### src/rtl/lsu_mem_master.sv
`default_nettype none
// ============================================================================
// Module   : lsu_mem_master
// Brief    : Load/store unit driving a single-port data memory (combinational
//            read, clocked write). One request at a time over valid/ready,
//            byte-lane store steering, load extraction with sign/zero
//            extension and a registered response held until accepted.
//            Optional macro LSU_MISALIGN_TRAP_EN turns misaligned half/word
//            accesses into error responses instead of truncating the offset.
// Revision : 1.0 - initial release
// ============================================================================
module lsu_mem_master #(
    parameter int unsigned MEM_BYTES = 4096
) (
    input  logic        clk,
    input  logic        reset,
    input  logic        req_valid,
    output logic        req_ready,
    input  logic        req_we,
    input  logic [2:0]  req_funct3,
    input  logic [31:0] req_addr,
    input  logic [31:0] req_wdata,
    output logic        resp_valid,
    input  logic        resp_ready,
    output logic [31:0] resp_rdata,
    output logic        resp_error,
    output logic [31:0] mem_address,
    output logic [31:0] mem_wdata,
    input  logic [31:0] mem_rdata,
    output logic        mem_we,
    output logic [3:0]  mem_byte_enable
);

    localparam logic [31:0] c_MEM_LIMIT = 32'(MEM_BYTES);

    typedef enum logic [1:0] {
        S_IDLE   = 2'd0,
        S_ACCESS = 2'd1,
        S_RESP   = 2'd2
    } state_t;

    state_t      r_state;
    logic        r_we;
    logic [2:0]  r_funct3;
    logic [1:0]  r_off;

    logic        w_f3_legal;
    logic        w_out_of_range;
    logic        w_misalign;
    logic        w_req_err;
    logic [3:0]  w_st_be;
    logic [31:0] w_st_data;
    logic [7:0]  w_ld_byte;
    logic [15:0] w_ld_half;
    logic [31:0] w_ld_data;

    // Request qualification: legal width codes and address range
    always_comb begin
        w_f3_legal = 1'b0;
        case (req_funct3)
            3'b000, 3'b001, 3'b010, 3'b100, 3'b101: w_f3_legal = 1'b1;
            default:                                w_f3_legal = 1'b0;
        endcase
    end

    assign w_out_of_range = (req_addr >= c_MEM_LIMIT);

`ifdef LSU_MISALIGN_TRAP_EN
    assign w_misalign = ((req_funct3[1:0] == 2'b01) && req_addr[0]) ||
                        ((req_funct3[1:0] == 2'b10) && (req_addr[1:0] != 2'b00));
`else
    // Misaligned low bits are simply dropped by the lane logic below
    assign w_misalign = 1'b0;
`endif

    assign w_req_err = !w_f3_legal || w_out_of_range || w_misalign;

    // Store lane steering: byte enables from the offset, data replicated
    always_comb begin
        w_st_be   = 4'b1111;
        w_st_data = req_wdata;
        case (req_funct3[1:0])
            2'b00: begin
                w_st_be   = 4'b0001 << req_addr[1:0];
                w_st_data = {4{req_wdata[7:0]}};
            end
            2'b01: begin
                w_st_be   = req_addr[1] ? 4'b1100 : 4'b0011;
                w_st_data = {2{req_wdata[15:0]}};
            end
            default: begin
                w_st_be   = 4'b1111;
                w_st_data = req_wdata;
            end
        endcase
    end

    assign w_ld_byte = 8'(mem_rdata >> {r_off, 3'b000});
    assign w_ld_half = 16'(mem_rdata >> {r_off[1], 4'b0000});

    // Load extraction and sign/zero extension from the latched request
    always_comb begin
        w_ld_data = mem_rdata;
        case (r_funct3)
            3'b000:  w_ld_data = {{24{w_ld_byte[7]}}, w_ld_byte};
            3'b100:  w_ld_data = {24'd0, w_ld_byte};
            3'b001:  w_ld_data = {{16{w_ld_half[15]}}, w_ld_half};
            3'b101:  w_ld_data = {16'd0, w_ld_half};
            default: w_ld_data = mem_rdata;
        endcase
    end

    // Control FSM with registered memory strobes and response
    always_ff @(posedge clk) begin
        if (reset) begin
            r_state         <= S_IDLE;
            r_we            <= 1'b0;
            r_funct3        <= 3'd0;
            r_off           <= 2'd0;
            req_ready       <= 1'b1;
            resp_valid      <= 1'b0;
            resp_rdata      <= 32'd0;
            resp_error      <= 1'b0;
            mem_address     <= 32'd0;
            mem_wdata       <= 32'd0;
            mem_we          <= 1'b0;
            mem_byte_enable <= 4'd0;
        end else begin
            case (r_state)
                S_IDLE: begin
                    if (req_valid && req_ready) begin
                        r_we      <= req_we;
                        r_funct3  <= req_funct3;
                        r_off     <= req_addr[1:0];
                        req_ready <= 1'b0;
                        if (w_req_err) begin
                            // Rejected request: answer immediately, no memory cycle
                            r_state    <= S_RESP;
                            resp_valid <= 1'b1;
                            resp_error <= 1'b1;
                            resp_rdata <= 32'd0;
                        end else begin
                            r_state         <= S_ACCESS;
                            mem_address     <= req_addr;
                            mem_wdata       <= w_st_data;
                            mem_we          <= req_we;
                            mem_byte_enable <= req_we ? w_st_be : 4'd0;
                        end
                    end
                end
                S_ACCESS: begin
                    // The write (if any) lands at this edge; loads sample here
                    mem_we          <= 1'b0;
                    mem_byte_enable <= 4'd0;
                    r_state         <= S_RESP;
                    resp_valid      <= 1'b1;
                    resp_error      <= 1'b0;
                    resp_rdata      <= r_we ? 32'd0 : w_ld_data;
                end
                S_RESP: begin
                    if (resp_ready) begin
                        resp_valid <= 1'b0;
                        req_ready  <= 1'b1;
                        r_state    <= S_IDLE;
                    end
                end
                default: begin
                    r_state         <= S_IDLE;
                    req_ready       <= 1'b1;
                    resp_valid      <= 1'b0;
                    mem_we          <= 1'b0;
                    mem_byte_enable <= 4'd0;
                end
            endcase
        end
    end

endmodule
`default_nettype wire
### config.mk
export PLATFORM = sky130hd
export DESIGN_NAME = lsu_mem_master
export DESIGN_NICKNAME = d
export VERILOG_FILES = /design/src/rtl/lsu_mem_master.sv
export SDC_FILE = /design/constraint.sdc
export NUM_CORES = 1
export LEC_CHECK = 0
export ABC_CLOCK_PERIOD_IN_PS = 5300
export BUFFER_PORTS_ARGS = -buffer_cell sky130_fd_sc_hd__buf_2
export CORE_AREA = 2 2 130 132
export CTS_CLUSTER_SIZE = 20
export DETAILED_ROUTE_END_ITERATION = 10
export DIE_AREA = 0 0 132 134
export MAX_ROUTING_LAYER = met4
export PLACE_DENSITY = 0.61
export REMOVE_ABC_BUFFERS = 1
export SLEW_MARGIN = 0
export SYNTH_ARGS = -nofsm -noshare
export SYNTH_HDL_FRONTEND = slang
export SYNTH_SLANG_ARGS = --single-unit
### constraint.sdc
create_clock -name clk -period 5.3 [get_ports clk]
set_clock_uncertainty 0.2 [all_clocks]
set_input_delay 0.795 -clock clk [delete_from_list [all_inputs] [get_ports clk]]
set_output_delay 0.795 -clock clk [all_outputs]
set_load 0.05 [all_outputs]
==> summary.txt, run 1 <==
Outcome
  – Status: finished clean

CTS
  – Root Driver: clkbuf_16
  – CTS tree: done
  – Reg clk slew, reported paths: 70 ps
  – Hold_buf cts: 0
  – Sink Count: 112
  – Clk Latency, worst-skew pair: 350 ps
  – Post-CTS Setup Bufs: 0
  – Clk buf depth: 2
  – Post-CTS resize count: 0
  – # H-tree levels: 3
  – Num CTS Buffers: 9

Critical path
  – Worst path slowest cell: o22ai_2
  – Slowest cell delay on critical path: 860 ps
  – Crit path max fanout: 30
  – Worst setup EP type: flip-flop
  – Crit-path cells: buf_2, nor2_1, nand3_1, o22ai_2, buf_4, o2bb2ai_1
  – Crit path kind: input pin to flip-flop
  – CP Launch Type: input pin
  – Worst path required time: 5380 ps
  – Critical Path AT: 2970 ps

Yosys
  – Top cells by area, synth: dfxtp_1 (47%), a21oi_1 (7.1%), o21ai_0 (6.2%), mux2_2 (5.6%), nand3_1 (4.9%)
  – Synth top area share: 46.8%
  – Synth unique cells: 43
  – Top cell type by total area after synthesis: dfxtp_1
  – Synth Area per Inst: 9.21 µm²
  – Post-synthesis sequential area ratio: 46.8%
  – Total number of yosys warnings: 0
  – Mapped cell area: 4790 µm²
  – Syn Inst Count: 520
  – Post-synthesis register bit count: 112

Timing
  – Final period utilization: 54.7%
  – Worst slew margin: 24.2%
  – Max-slew violations: 0
  – Worst Tran Pin Value: 1140 ps
  – Peak Freq: 345 MHz
  – Final hold vios: 0
  – Fin crit period: 2900 ps
  – Finish-stage setup viols: 0
  – Final setup TNS: 0 ps
  – RSZ-0062 raised after global routing: no
  – Final setup margin: 2400 ps

Worst hold path
  – Worst Hold Class: flip-flop to flip-flop

Pwr
  – Leakage power: 2.70 nW
  – Reg power frac: 49.6%
  – Clock power frac: 40.8%
  – PwrDens: 277 nW/µm²
  – Combinational Power Share: 9.5%
  – Peak VDD IR: 0.000145 V
  – Switching pwr: 0.000436 W
  – Sw frac: 25.2%
  – Internal power: 0.00129 W

Drt
  – First-pass iteration count of the detailed router: 4
  – Initial DRC Count: 228
  – Drt drc: 0
  – WL per Instance: 15.9 µm
  – Final antenna-violating net count: 0
  – Vias per cell: 4.95
  – Vias: 4575
  – Final Routed Wirelength: 14700 µm

Layout
  – Layout cell share with drive strength beyond 1: 37.5%
  – Fillers: 1710
  – Register area: 2240 µm²
  – Ant. Diodes: 0
  – Synth-to-layout area growth: 30.5%
  – Final #Nets: 803
  – Area of the multi-input gates: 2340 µm²

Die
  – I/O pin total: 208
  – Die width: 132 µm
  – Row cnt: 47
  – Die Y: 134 µm
  – Initial Util: 29.4%
  – Core Footprint: 16300 µm²
  – Die area: 17700 µm²

GRT
  – Vias in the first global route: 4413
  – Largest net degree at the start of global routing: 51
  – Global-route wire length before repair: 23600 µm
  – Initial antenna violation count: 0
  – Global route total overflow: 0
  – GRT Overall Usage: 17.1%

Placement
  – DP Wirelength: 10100 µm
  – Buffers on Ports: 207
  – Worst slack, placed: 2020 ps
  – Final Wtd Congestion: 0.722

Flow run
  – Max Cap Violations: 0
[kinds of logic (layout without fill, tap and decap cells)]
kind of cell / count (synthesis) / in the layout / synth area share [%]
buffers and inverters: 48 / 232 / 4.55
AND/OR/NAND/NOR: 145 / 145 / 17.4
AO/OA/AOI/OAI: 173 / 173 / 21.9
flip-flops: 112 / 112 / 46.8
multiplexers: 42 / 42 / 9.41
[routing by layer]
layer,vias to the layer above,track usage [%],routed length (µm)
met4,0,4.53,208
met1,2119,21.2,6730
met5,-,-,0
met2,178,26.8,6670
met3,20,5.44,1130
li1,2258,-,-
[Yosys cell counts, drive strengths merged]
library cell	n
a21oi	69
nand2	16
a22oi	1
nor3b	4
a221o	16
nand3	47
nor3	1
a32o	1
a22o	8
a211oi	1
clkbuf	23
and2b	1
and3b	1
nand3b	1
and4bb	1
nand2b	5
nor4	8
o21bai	2
nor2	24
o221ai	6
or2	1
mux2	24
nor4b	1
o2bb2ai	7
o21ai	60
inv	4
and4	1
mux2i	18
or4	2
and3	1
dfxtp	112
nand4	1
buf	21
and2	21
o22ai	2
nor2b	8
[flip-flops by register name, summed over array words and instances (netlist names)]
name             flops
mem_address         32
resp_error           1
r_we                 1
resp_valid           1
r_funct3             3
req_ready            1
mem_wdata           32
mem_byte_enable      4
r_off                2
r_state              2
resp_rdata          32
mem_we               1
[worst paths after layout]
kind                                        to                          from  slack (ps)  cells past startpoint
setup reg to reg  mem_address[20]$_SDFFE_PP0P_       r_state[0]$_SDFFE_PP0P_        2550                      4
setup / recovery    resp_rdata[3]$_SDFFE_PP0P_                         reset        2400                      6
hold / removal    mem_address[13]$_SDFFE_PP0P_  mem_address[13]$_SDFFE_PP0P_         250                      1
hold reg to reg   mem_address[13]$_SDFFE_PP0P_  mem_address[13]$_SDFFE_PP0P_         250                      1
[final cells by class]
cell class                 count  area share [%]
multi-input combinational    360            37.4
sequential                   112            35.9
timing repair buffer         212            17.2
tap                          220            4.41
clock buffer                  10            3.67
clock inverter                 6            1.20
inverter                       4           0.240
[worst max-delay path, delay by kind of cell]
kind | cells | cell delay [ps]
AOI/OAI and AO/OA | 2 | 980
buffers and inverters | 2 | 620
and+or+nand+nor | 2 | 550
[metrics by stage]
step	hold WS (ps)	instances	power (W)	cell area [µm²]	util (%)
2_1_floorplan	319	476	0.000958	4580	-
3_3_place_gp	238	908	0.00104	5940	36.5
3_5_place_dp	239	908	0.00104	5940	36.5
4_1_cts	262	924	0.00176	6250	38.3
5_1_grt	267	924	0.00181	6250	38.3
6_report	254	924	0.00173	6250	38.3
[power groups by stage]
stage	clock (W)	combinational (W)	sequential [W]
floorplan	0	0.0000753	0.000883
global placement	0	0.000166	0.000878
detailed placement	0	0.000165	0.000879
CTS	0.000734	0.000166	0.000859
global route	0.000766	0.000183	0.000860
finish	0.000706	0.000165	0.000859
[layout by cell type (no fill, tap or decap), types with 6 or more instances in the layout]
cell       count
nand3_1       47
o2bb2ai_1      7
and2_1        21
mux2i_1       18
a221o_1       16
nand2_1       16
clkbuf_16      9
buf_2        207
o21ai_0       59
nor2b_1        8
nor2_1        24
a22o_1         8
dfxtp_1      112
a21oi_1       68
o221ai_1       6
mux2_2        24
(Power assumes the default switching activity.)
==> inputs of run 2 (changes only) <==
--- a/config.mk
+++ b/config.mk
@@ -5,7 +5,7 @@
 export SDC_FILE = /design/constraint.sdc
 export NUM_CORES = 1
 export LEC_CHECK = 0
-export ABC_CLOCK_PERIOD_IN_PS = 5300
+export ABC_CLOCK_PERIOD_IN_PS = 2850
 export BUFFER_PORTS_ARGS = -buffer_cell sky130_fd_sc_hd__buf_2
 export CORE_AREA = 2 2 130 132
 export CTS_CLUSTER_SIZE = 20
==> constraint.sdc (replaced) <==
create_clock -name clk -period 2.85 [get_ports clk]
set_clock_uncertainty 0.2 [all_clocks]
set_input_delay 0.4275 -clock clk [delete_from_list [all_inputs] [get_ports clk]]
set_output_delay 0.4275 -clock clk [all_outputs]
set_load 0.05 [all_outputs]
==> summary.txt, run 2 (same netlist as run 1, synthesis figures left out) <==
Flow run
  – Max Cap Violations: 0 (unchanged)

CTS
  – Reg clk slew, reported paths: 80 ps (about the same)
  – Post-CTS resize count: 0 (unchanged)
  – Hold_buf cts: 0 (unchanged)
  – Root Driver: clkbuf_16
  – # H-tree levels: 3 (unchanged)
  – Clk Latency, worst-skew pair: 350 ps (about the same)
  – Num CTS Buffers: 9 (unchanged)
  – Sink Count: 112 (unchanged)
  – Clk buf depth: 2 (unchanged)
  – CTS tree: done
  – Post-CTS Setup Bufs: 0 (unchanged)

Drt
  – First-pass iteration count of the detailed router: 4 (unchanged)
  – Initial DRC Count: 234 (+2.6%)
  – Final antenna-violating net count: 0 (unchanged)
  – Drt drc: 0 (unchanged)
  – Final Routed Wirelength: 14800 µm (+0.20%)
  – Vias per cell: 4.94 (-0.29%)
  – WL per Instance: 15.7 µm (-1.3%)
  – Vias: 4631 (+1.2%)

Worst hold path
  – Hold path start: mem_rdata[25]
  – Worst hold path endpoint: resp_rdata[25]$_SDFFE_PP0P_
  – Worst Hold Class: input pin to flip-flop
  – Hold Crit Depth: 2 (+1)

Die
  – Die width: 132 µm (unchanged)
  – Die Y: 134 µm (unchanged)
  – Initial Util: 29.4% (unchanged)
  – I/O pin total: 208 (unchanged)
  – Core Footprint: 16300 µm² (unchanged)
  – Row cnt: 47 (unchanged)
  – Die area: 17700 µm² (unchanged)

Timing
  – Fin crit period: 2160 ps
  – Final Hold Slack: 110 ps (-144 ps)
  – Final hold vios: 0 (unchanged)
  – Finish-stage setup viols: 0 (unchanged)
  – RSZ-0062 raised after global routing: no
  – Max-slew violations: 0 (unchanged)
  – Final period utilization: 75.8%
  – Worst Tran Pin Value: 669 ps (-467 ps)
  – Peak Freq: 463 MHz
  – Final setup TNS: 0 ps (unchanged)
  – Worst slew margin: 55.4% (+31 points)

Layout
  – Final #Nets: 817 (+1.7%)
  – Register area: 2240 µm² (unchanged)
  – Most frequent cells in the layout: buf_2 (207), dfxtp_1 (112), a21oi_1 (68)
  – Ant. Diodes: 0 (unchanged)
  – Final Util: 39.0% (+0.65 points)
  – Area of the multi-input gates: 2340 µm² (unchanged)
  – Layout cell share with drive strength beyond 1: 38.9% (+1.4 points)
  – Synth-to-layout area growth: 32.7%
  – Most common cell after layout, fill and taps aside: buf_2
  – Fillers: 1655 (-3.2%)
  – Biggest regs: mem_address x32, mem_wdata x32, resp_rdata x32
  – Final Cell Area: 6350 µm² (+1.7%)

Pwr
  – Final Power: 0.00320 W (+85%)
  – Sw frac: 26.7% (+1.5 points)
  – Combinational Power Share: 10.0% (+0.5 points)
  – Peak VDD IR: 0.000292 V (+100%)
  – Reg power frac: 49.7% (about the same)
  – Leakage power: 2.78 nW (+2.8%)
  – Switching pwr: 0.000856 W (+96%)
  – PwrDens: 505 nW/µm² (+82%)
  – Internal power: 0.00235 W (+82%)
  – Clock power frac: 40.3% (-0.5 points)

Critical path
  – Crit path max fanout: 8 (-73%)
  – Crit path kind: flip-flop to flip-flop
  – Worst setup EP type: flip-flop
  – Worst r2r dst: resp_rdata[14]$_SDFFE_PP0P_
  – CP Launch Type: flip-flop
  – Cells on worst reg2reg path: 4 (unchanged)
  – Worst path required time: 2900 ps (-2480 ps)
  – Critical Path AT: 2210 ps (-760 ps)
  – Reg2reg start: r_off[1]$_SDFFE_PP0P_
  – Reg2Reg Setup Slack: 690 ps (-1860 ps)

GRT
  – Initial antenna violation count: 0 (unchanged)
  – Global route total overflow: 0 (unchanged)
  – Vias in the first global route: 4361 (-1.2%)
  – Largest net degree at the start of global routing: 45 (-12%)
  – GRT Overall Usage: 17.0% (-0.051 points)
  – Global-route wire length before repair: 23300 µm (-1.3%)

Placement
  – Placed instance area: 6050 µm² (+1.8%)
  – DP Wirelength: 10800 µm (+6.5%)
  – Final Wtd Congestion: 0.750 (+3.9%)
  – Buffers on Ports: 207 (unchanged)

Outcome
  – Status: finished clean
-- run 2: cell count changes in the layout (fill, tap and decap cells not counted), sizes merged --
| cell | change |
|---|---|
| buf | +14 |
| clkbuf | -1 |
| inv | +2 |
| clkinvlp | -1 |
| bufinv | -1 |
| clkinv | +1 |
-- run 2: metal layers --
| metal | vias up | wire length (µm) | GRT usage [%] |
|---|---|---|---|
| li1 | 2289 | - | - |
| met2 | 168 | 6900 | 27.4 |
| met5 | - | 0 | - |
| met1 | 2161 | 6640 | 20.9 |
| met3 | 13 | 1030 | 5.37 |
| met4 | 0 | 191 | 3.80 |
-- run 2: power by group through the flow --
stage | registers (W) | clock network [W] | logic (W)
6_report | 0.00159 | 0.00129 | 0.000321
5_1_grt | 0.00160 | 0.00140 | 0.000355
4_1_cts | 0.00159 | 0.00134 | 0.000324
3_5_place_dp | 0.00163 | 0 | 0.000322
3_3_place_gp | 0.00163 | 0 | 0.000323
2_1_floorplan | 0.00164 | 0 | 0.000140
-- run 2: critical path, cell delays in order, from the launching register on --
cell and delay, ps:
dfxtp_1 420, mux2_2 390, a22oi_1 570, o21ai_0 200, a32o_1 290
-- run 2: worst max path at each step --
stage,start,end,cells past startpoint
after floorplan,req_addr[23],resp_rdata[16]$_SDFFE_PP0P_,4
final,r_off[1]$_SDFFE_PP0P_,resp_rdata[14]$_SDFFE_PP0P_,4
after global placement,req_addr[31],mem_address[10]$_SDFFE_PP0P_,7
after global routing,r_state[1]$_SDFFE_PP0P_,resp_rdata[22]$_SDFFE_PP0P_,4
after detailed placement,req_addr[31],mem_wdata[16]$_SDFFE_PP0P_,7
after CTS,r_off[1]$_SDFFE_PP0P_,resp_rdata[14]$_SDFFE_PP0P_,4
-- run 2: final cells by class --
class                      instances  share of cell area, %
clock inverter                     7                   1.24
inverter                           4                  0.236
clock buffer                       9                   3.55
sequential                       112                   35.3
tap                              220                   4.33
timing repair buffer             226                   18.6
multi-input combinational        360                   36.8
-- run 2: metrics by stage --
step / std cells / worst slack (ps)
finish: 938 / 689
detailed placement: 922 / 416
CTS: 938 / 681
global placement: 922 / 427
global route: 938 / 540
floorplan: 476 / -847
